===== src/rtl/uart_tx_buffer.sv =====
// uart_tx_buffer: 4-byte switch-loaded buffer, sent oldest-first over an 8N1 UART line.
module uart_tx_buffer #(
    parameter int CLKS_PER_BIT = 868,
    parameter int NUM_BYTES    = 4
) (
    input  logic                      clk,
    input  logic                      reset,
    input  logic [7:0]                sw,
    input  logic                      load_btn,
    input  logic                      send_btn,
    output logic [NUM_BYTES-1:0][7:0] txbuf,
    output logic                      tx,
    output logic                      busy
);
    localparam int CW = $clog2(CLKS_PER_BIT);
    localparam int BW = $clog2(NUM_BYTES);

    typedef enum logic [1:0] {IDLE, START, DATA, STOP} state_t;

    state_t                    state, state_n;
    logic [CW-1:0]             baud, baud_n;
    logic [2:0]                bit_idx, bit_n;
    logic [BW-1:0]             byte_idx, byte_n, sel;
    logic [NUM_BYTES-1:0][7:0] shadow, shadow_n, txbuf_n;
    logic                      tx_n, bit_end;
    logic [1:0]                load_sync, send_sync;
    logic                      load_prev, send_prev, load_edge, send_edge;

    assign load_edge = load_sync[1] & ~load_prev;
    assign send_edge = send_sync[1] & ~send_prev;
    assign busy      = state != IDLE;

    always_ff @(posedge clk) begin
        if (reset) begin
            state     <= IDLE;
            baud      <= '0;
            bit_idx   <= '0;
            byte_idx  <= '0;
            shadow    <= '0;
            txbuf     <= '0;
            tx        <= 1'b1;
            load_sync <= '0;
            send_sync <= '0;
            load_prev <= 1'b0;
            send_prev <= 1'b0;
        end else begin
            state     <= state_n;
            baud      <= baud_n;
            bit_idx   <= bit_n;
            byte_idx  <= byte_n;
            shadow    <= shadow_n;
            txbuf     <= txbuf_n;
            tx        <= tx_n;
            load_sync <= {load_sync[0], load_btn};
            send_sync <= {send_sync[0], send_btn};
            load_prev <= load_sync[1];
            send_prev <= send_sync[1];
        end
    end

    always_comb begin
        state_n  = state;
        bit_n    = bit_idx;
        byte_n   = byte_idx;
        shadow_n = shadow;
        txbuf_n  = txbuf;
        bit_end  = baud == CW'(CLKS_PER_BIT - 1);
        baud_n   = (state == IDLE || bit_end) ? '0 : baud + 1'b1;
        case (state)
            IDLE: begin
                // send has priority; a coincident load is dropped
                if (send_edge) begin
                    state_n  = START;
                    shadow_n = txbuf;
                    byte_n   = '0;
                end else if (load_edge) begin
                    txbuf_n = {txbuf[NUM_BYTES-2:0], sw};
                end
            end
            START: begin
                if (bit_end) begin
                    state_n = DATA;
                    bit_n   = '0;
                end
            end
            DATA: begin
                if (bit_end) begin
                    bit_n   = bit_idx + 1'b1;
                    state_n = (bit_idx == 3'd7) ? STOP : DATA;
                end
            end
            STOP: begin
                if (bit_end) begin
                    state_n = (byte_idx < BW'(NUM_BYTES - 1)) ? START : IDLE;
                    byte_n  = (byte_idx < BW'(NUM_BYTES - 1)) ? byte_idx + 1'b1 : byte_idx;
                end
            end
            default: state_n = IDLE;
        endcase
        // oldest byte (highest index) goes out first
        sel  = BW'(NUM_BYTES - 1) - byte_n;
        tx_n = (state_n == START) ? 1'b0 :
               (state_n == DATA)  ? shadow_n[sel][bit_n] : 1'b1;
    end
endmodule

===== config.mk =====
export PLATFORM = sky130hd
export DESIGN_NAME = uart_tx_buffer
export DESIGN_NICKNAME = d
export VERILOG_FILES = /design/src/rtl/uart_tx_buffer.sv
export SDC_FILE = /design/constraint.sdc
export NUM_CORES = 1
export LEC_CHECK = 0
export CORE_MARGIN = 2
export CORE_UTILIZATION = 60
export DETAILED_ROUTE_END_ITERATION = 6
export GPL_TIMING_DRIVEN = 0
export PLACE_DENSITY = 0.85
export SYNTH_ARGS = -nofsm -noshare
export SYNTH_HDL_FRONTEND = slang
export SYNTH_SLANG_ARGS = --single-unit

===== constraint.sdc =====
create_clock -name clk -period 4.1 [get_ports clk]
set_input_delay 0.82 -clock clk [delete_from_list [all_inputs] [get_ports clk]]
set_output_delay 0.82 -clock clk [all_outputs]
set_load 0.02 [all_outputs]

### Word-level counts from Yosys, hierarchy flattened

Cells that the tools add are included.

* register bits after elaboration: 88
* bits in latches: 0
* input bits: 12
* bits in read-only memories: 0
* bits in writable memories: 0
* memories: 0
* output and inout port bits: 34

* bitwise operators: 5
* reductions and logical operators: 5
* equal/unequal tests: 7
* divide/modulo/power cells: 0
* shifts and indexed selects: 0
* muxes and demuxes: 22
* order comparisons: 3
* $add $sub $neg: 4
* $mul: 0

Operators by type and width (number)
* $mux W32: 2
* $bmux W8 S2: 1
* $mux W2: 7
* $add A10 B1 Y10 const B: 1
* $eq A10 B10 Y1 const B: 1
* $mux W8: 1
* $pmux W2 S4: 1
* $eq A2 B2 Y1 const B: 3
* $mux W3: 2
* $pmux W3 S2: 1
* $mux W1: 5
* $eq A2 B1 Y1 const B: 2
* $lt A3 B4 Y1 const B: 1
* $pmux W2 S2: 1
* $add A3 B1 Y3 const B: 1
* $bmux W1 S3: 1
* $eq A3 B3 Y1 const B: 1
* $lt A2 B3 Y1 const B: 1
* $not A1 Y1: 3
* $reduce_and A3 Y1: 1
* $add A2 B1 Y2 const B: 1
* $and A1 B1 Y1: 2
* $logic_not A2 Y1: 1
* $lt A2 B2 Y1 const B: 1
* 4 further kinds: 4

### Longest topological paths before layout

Gate-level depths: netlist of the first run.

* word-level depth: 11
* mapped depth: 13
* mapped depth without buffers: 13

### Worst setup path after synthesis of the first run

OpenSTA, ideal clock, no wires.

* path type: register to register
* start: register baud[7]
* end: register tx
* path buffers: 0
* slack: 1399 ps
* arrival: 2575 ps
* stages on the path, launching flop included: 13
* required time: 3974 ps
* clock period less this slack: 2701 ps
* setup time: 126 ps
* cells stage by stage: dfxtp_1 -> or4_4 -> nor3_4 -> inv_2 -> ha_1 -> inv_1 -> a22oi_1 -> a21o_1 -> and2_2 -> a22oi_1 -> a211oi_1 -> a311oi_1 -> a31oi_1

* cells in the longest elaborated chain, start to end: 10

Ends and longest elaborated chain
* start, declared: line 21 `logic [CW-1:0] baud, baud_n;`
* start signal, assigned: line 48 `baud <= baud_n;`
* $eq A10 B10 Y1 (*): line 67 `bit_end = baud == CW'(CLKS_PER_BIT - 1);`
* $mux W2: line 93 `if (bit_end) begin`
* $pmux W2 S2: line 69 `case (state)`
* $sub A2 B2 Y2: line 101 `sel = BW'(NUM_BYTES - 1) - byte_n;`
* $bmux W8 S2: line 103 `(state_n == DATA) ? shadow_n[sel][bit_n] : 1'b1;`
* $mux W8 (implied by the code): line 103
* $bmux W1 S3: line 103
* $mux W1 (implied by the code): line 103
* $mux W1: line 103
* $mux W1 (*): line 102 `tx_n = (state_n == START) ? 1'b0 :`
* end signal, assigned: line 53 `tx <= tx_n;`
* end, declared: line 12 `output logic tx,`

Every way passes the cells marked *; elsewhere a longest branch is shown, timed or not. The select of a mux whose other input is x is not followed.
A chain may end at the register's enable or synchronous reset.

### Final worst setup path of the first run

Same ends and word-level chain as after synthesis.

==> impl_results.md, run 1 <==
* Status: finished, final reports clean
* Sequential area share after synthesis at 45.3%
* Buffers on Ports at 44
* Initial DRC Count at 213
* Root buffer cell: clkbuf_8
* Clk slew on worst S/H paths at roughly 0.08 ns
* CTS hold repair buffers at 0
* CTS tree: built
* Most common cell after layout, fill and taps aside: nand2_1
* Die footprint at between 0.007 and 0.008 mm²
* Die height at about 85 µm
* Avg Vias per Cell at around 6
* Worst vdd ir at roughly 0.32 mV
* CP Capture Type: flip-flop
* RSZ-0062 raised after global routing: false
* Synth Register Bits at a little under 90
* Initial core utilization at between 60% and 70%
* First drt pass iteration count at 5
* Pwr/cell area at ~350 mW/mm²
* Worst Path Arrival at between 3 and 4 ns
* Post-synthesis adder-cell area fraction at under 10%
* Max-slew violation count at 0
* Pwr Total at around 1.6 mW
* Post-Synth Simple-Gate Area at a little over a fifth
* Clock tree sinks at slightly below 90
* Average size of a mapped cell at 8.84 µm²
* Cell Area, Synth at 0.00389 mm²
* Synth Instances at 440
* DP Wirelength at just under 7000 µm
* H-tree levels at 3
* Design Area, Final at 0.00460 mm²
* Setup Viol. Count Final at 0
* NumNets Final at 515
* Mux cell area share after synthesis at about 11%
* CTS Buffer Depth at 2
* Routed wire length at between 9000 and 10000 µm
* Synth Area in Compound Gates at roughly 15%
* Ys Warns at 0
* Min Tclk post-route at between 3 and 4 ns
* I/O pin total at 46
* Routed Antenna Nets at 0
* Share of cells above drive strength 1 at between 5 and 6%
* Clock Latency Late Sink at between 0.3 and 0.4 ns
* Std cell rows at 29
* Final Cycle Share at about 78%
* Crit Path Category: reg -> reg
* Routed length per instance at between 15 and 20 µm
* Endpoints failing hold at 0
* MaxCap Viol Count at 0
* Distinct cells, synth at 39
* Fmax at 314 MHz
* Tot GR Track Use at about 27%
* Critical path required time at 4.37 ns
* Post-CTS Resized at 0
* GPL Wtd Cong at about 0.87
* TritonCTS buffer count at 9
* Largest family of logic cells by synthesized area: simple AND/OR/NAND/NOR gates
* First-pass GRT wire length at roughly 15000 µm
* Die W at between 80 and 90 µm
* Via count at 3416
* Slew headroom at between 20% and 30%
* WHS at 0.451 ns
* Synthesized-area fraction occupied by xor and xnor cells at 1.80%
* Total gr overflow at 0
* Placed cell area at roughly 0.0044 mm²
* Worst setup SP type: flip-flop
* Skew final at between 0.008 and 0.009 ns
* # DRC at 0
* Core area at ~0.0063 mm²
* Ant. Diodes at 0
* Syn nets at 460
* Total setup buffers inserted after CTS at 0
* Largest net degree at the start of global routing at 14
* Pleak at about 1.7 nW
* Worst min-delay path class: reg -> reg
* Most frequent cells in the layout: nand2_1 (137), dfxtp_1 (88), a21oi_1 (67)
* Total Neg Setup Slack at 0 ns
* P&R area growth vs syn at 18.3%
* Worst Max-Slew Pin Slew at about 1.1 ns
* Worst Path Max Fanout at 8
* Initial antenna violation count at 0
* Vias in the first global route at between 3000 and 4000
-- sequential cells by signal, indices dropped and copies added (netlist names), 2 cells and up --
| name | cells |
|---|---|
| shadow | 32 |
| txbuf | 32 |
| baud | 10 |
| bit_idx | 3 |
| byte_idx | 2 |
| load_sync | 2 |
| send_sync | 2 |
| state | 2 |
-- cell type report --
class                   count  area [µm²]
well taps                  77        96.3
fillers                   471        1710
inverters                   7        26.3
multi-input cells         320        2000
clock inverters             4        47.5
clock buffers              10         128
repair buffers             44         440
plain buffers              25         101
flip-flops and latches     88        1760
-- where the power goes --
part / total [mW] / leakage, nW / internal, mW / switching, mW
Combinational: 0.184 / 0.855 / 0.0650 / 0.119
Clock: 0.568 / 0.0880 / 0.273 / 0.295
Sequential: 0.878 / 0.711 / 0.867 / 0.0108
-- kinds of logic after synthesis --
logic type | count (synthesis)
and+or+nand+nor | 192
AOI/OAI and AO/OA | 96
DFF | 88
buffers and inverters | 32
muxes | 16
xor gates and xnor gates | 8
adders and majority gates | 8
-- layer usage --
metal	part of all wire [%]	GRT usage, %
met5	0	0
met4	1.7	9.96
met3	5.8	5.51
met2	52	47.0
met1	41	33.3
-- per-stage QoR --
stage / setup WS [ns] / std cells / util [%]
6_report: 0.910 / 575 / 72.9
2_1_floorplan: 1.40 / 440 / -
4_1_cts: 0.947 / 575 / 72.9
3_3_place_gp: 1.09 / 561 / 70.1
5_1_grt: 0.761 / 575 / 72.9
3_5_place_dp: 0.995 / 561 / 70.1
-- path summary, 6_finish.rpt --
path	cells after the start	startpoint	slack, ns	endpoint
setup / recovery	12	baud[7]$_SDFF_PP0_	0.91	tx$_SDFF_PP1_
setup reg to reg	12	baud[7]$_SDFF_PP0_	0.91	tx$_SDFF_PP1_
hold reg to reg	1	load_sync[0]$_SDFF_PP0_	0.45	load_sync[1]$_SDFF_PP0_
hold / removal	1	load_sync[0]$_SDFF_PP0_	0.45	load_sync[1]$_SDFF_PP0_
-- worst max-delay path: stages (launching register included) --
cell      delay [ns]
dfxtp_1         0.35
or4_4           0.58
nor3_4          0.29
inv_2           0.13
ha_1            0.30
inv_1           0.06
a22oi_1         0.08
a21o_1          0.23
nor2_1          0.37
a22oi_1         0.17
a211oi_1        0.27
a311oi_1        0.08
a31oi_1         0.21
-- Yosys cell counts --
| cell | instances | area (µm²) |
|---|---|---|
| a211oi_1 | 2 | 15.0 |
| a211oi_4 | 1 | 20.0 |
| a21o_1 | 2 | 15.0 |
| a21oi_1 | 67 | 335 |
| a22o_1 | 3 | 26.3 |
| a22oi_1 | 8 | 60.1 |
| a22oi_2 | 3 | 37.5 |
| a311oi_1 | 1 | 8.76 |
| a31oi_1 | 2 | 12.5 |
| a32oi_4 | 1 | 27.5 |
| and2_1 | 4 | 25.0 |
| and2_2 | 1 | 7.51 |
| and2_4 | 1 | 8.76 |
| and3_1 | 2 | 12.5 |
| buf_6 | 1 | 11.3 |
| clkbuf_1 | 24 | 90.1 |
| dfxtp_1 | 88 | 1760 |
| ha_1 | 8 | 100 |
| inv_1 | 6 | 22.5 |
| inv_2 | 1 | 3.75 |
| mux4_1 | 16 | 420 |
| nand2_1 | 137 | 514 |
| nand2b_1 | 1 | 6.26 |
| nand3_1 | 7 | 35.0 |
| nand3b_1 | 1 | 7.51 |
| nor2_1 | 25 | 93.8 |
| nor2b_1 | 7 | 43.8 |
| nor3_1 | 1 | 5.00 |
| nor3_4 | 1 | 16.3 |
| nor4_1 | 1 | 6.26 |
| nor4b_1 | 1 | 8.76 |
| o21ai_0 | 3 | 15.0 |
| o22ai_1 | 1 | 6.26 |
| o2bb2ai_1 | 1 | 8.76 |
| o41a_1 | 1 | 11.3 |
| or3b_2 | 1 | 8.76 |
| or4_4 | 1 | 11.3 |
| xnor2_1 | 3 | 26.3 |
| xor2_1 | 5 | 43.8 |
Power figures use the tool's default switching activity.
==> run 2, diff against run 1 <==
CORE_UTILIZATION = 50   (was 60)
PLACE_DENSITY = 0.75   (was 0.85)
clock period = 2.8 ns   (was 4.1 ns; I/O delays follow)
==> run 2 against run 1 <==
Effect of this change: maximum frequency is 16% higher; setup slack worse by 0.85 ns; non-clock buffer count is 8 higher; critical path depth stayed put; wire length is 1.8% higher; sequential cell count stayed put.
==> impl_results.md, run 2 (same netlist as run 1, synthesis figures left out) <==
* Initial core utilization at ~51%
* I/O pin total at 46
* Min Tclk post-route at around 2.7 ns
* Most common cell after layout, fill and taps aside: nand2_1
* CTS hold repair buffers at 0
* Worst vdd ir at about 0.25 mV
* Pleak at ~1.7 nW
* Routed length per instance at between 15 and 20 µm
* Place WS at -0.212 ns
* Total Neg Setup Slack at 0 ns
* Buffers on Ports at 44
* GPL Wtd Cong at 0.824
* Worst Path Arrival at 2.98 ns
* Dpl cells at ~590
* Fmax at around 360 MHz
* Initial DRC Count at roughly 200
* TritonCTS buffer count at 9
* Tot GR Track Use at between 20% and 30%
* RSZ-0062 raised after global routing: true
* Worst R2R Path Depth at 12
* Clock tree sinks at 88
* Via count at between 3000 and 4000
* Setup ws final at 0.0598 ns
* Worst Path Max Fanout at 5
* # DRC at 0
* Max-slew violation count at 0
* Core area at about 0.0076 mm²
* Largest net degree at the start of global routing at 17
* Worst r2r src: baud[3]$_SDFF_PP0_
* Setup Viol. Count Final at 0
* WHS at about 0.44 ns
* Die W at between 90 and 100 µm
* Avg Vias per Cell at around 5.5
* Capturing point of the worst reg2reg path: tx$_SDFF_PP1_
* Worst setup SP type: flip-flop
* CP endpoint: tx$_SDFF_PP1_
* Slew headroom at a little under three fifths
* P&R area growth vs syn at 23.8%
* Ant. Diodes at 0
* Register Area at between 0.0015 and 0.002 mm²
* CP Capture Type: flip-flop
* Std cell rows at 32
* Filler cells at 650
* CTS tree: built
* Routed wire length at 9710 µm
* Routed Antenna Nets at 0
* Initial antenna violation count at 0
* Flop-to-flop setup slack at ~0.060 ns
* Die height at between 90 and 100 µm
* Status: finished, final reports clean
* Pwr/cell area at slightly above 500 mW/mm²
* First drt pass iteration count at 4
* Worst Max-Slew Pin Slew at between 0.6 and 0.7 ns
* Multi-input logic area at 0.00209 mm²
* MaxCap Viol Count at 0
* CTS Buffer Depth at 2
* Worst setup startpoint: baud[3]$_SDFF_PP0_
* Crit Path Category: reg -> reg
* Worst min-delay path class: reg -> reg
* Die footprint at 0.00850 mm²
* Clock Latency Late Sink at approximately 0.36 ns
* Total gr overflow at 0
* Pwr Total at between 2 and 2.5 mW
* First-pass GRT wire length at between 15000 and 20000 µm
* Endpoints failing hold at 0
* Most frequent cells in the layout: nand2_1 (137), dfxtp_1 (85), a21oi_1 (66)
* Skew final at ~0.0073 ns
* Post-Layout Cell Count at just over 600
* Share of cells above drive strength 1 at ~11%
* Critical path required time at between 3 and 4 ns
* NumNets Final at ~520
* Clk slew on worst S/H paths at roughly 0.09 ns
* Vias in the first global route at roughly 3300
* DP Wirelength at 6750 µm
* H-tree levels at 3
* Top flop regs: shadow: 32 flops, txbuf: 32 flops, baud: 10 flops
* Final Cycle Share at between 90 and 100%
* Root buffer cell: clkbuf_8
==> run 2: cell types whose count changed in the layout (fill, tap and decap cells not counted), moves of 3 or more <==
cell	before	now
a22oi_1	8	4
a22oi_2	3	7
buf_4	0	7
dfxtp_1	88	85
inv_6	0	3
==> run 2: worst min path at each step <==
| stage | startpoint | cells past startpoint | to |
|---|---|---|---|
| detailed placement | send_sync[0]$_SDFF_PP0_ | 1 | send_sync[1]$_SDFF_PP0_ |
| floorplan | load_sync[0]$_SDFF_PP0_ | 1 | load_sync[1]$_SDFF_PP0_ |
| CTS | send_sync[0]$_SDFF_PP0_ | 1 | send_sync[1]$_SDFF_PP0_ |
| global route | send_sync[0]$_SDFF_PP0_ | 1 | send_sync[1]$_SDFF_PP0_ |
| global placement | send_sync[0]$_SDFF_PP0_ | 1 | send_sync[1]$_SDFF_PP0_ |
| finish | send_sync[0]$_SDFF_PP0_ | 1 | send_sync[1]$_SDFF_PP0_ |
==> run 2: critical path: stages, from the launching register on <==
cell      delay (ns)
dfxtp_4         0.36
or4_4           0.58
nor3_4          0.20
inv_2           0.10
ha_4            0.28
inv_2           0.03
a22oi_2         0.16
a21o_1          0.22
nor2_4          0.08
a22oi_2         0.16
nand2_1         0.08
a311oi_1        0.25
a31oi_1         0.12
==> run 2: layer usage <==
| layer | wire length [µm] | track usage [%] |
|---|---|---|
| met5 | 0 | 0 |
| met4 | 167 | 9.33 |
| met3 | 463 | 3.70 |
| met2 | 4830 | 39.7 |
| met1 | 4250 | 28.8 |
==> run 2: metrics by stage <==
step / cell area, µm² / util, %
after floorplan: 3890 / -
after CTS: 4670 / 61.1
final: 4810 / 63.0
after global routing: 4810 / 63.0
after detailed placement: 4460 / 58.3
after global placement: 4460 / 58.3
==> run 2: power by group <==
group	internal [mW]	switching, mW
Sequential	1.27	0.0179
Clock	0.359	0.484
Combinational	0.110	0.188
==> run 2: cell type report <==
cell class,instances,share of cell area [%]
Multi-Input combinational cell,320,43.4
Sequential cell,88,36.7
Timing Repair Buffer,52,10.7
Clock buffer,10,2.86
Tap cell,102,2.65
Buffer,25,2.13
Clock inverter,6,1.07
Inverter,7,0.546
==> run 2: repair_timing <==
item | 4_1_cts | 5_1_grt
hold endpoints to repair | 0 | 0
buffers inserted | 1 | 8
resized for setup | 5 | 20
pin swaps | 1 | 11
setup endpoints to repair | 1 | 31
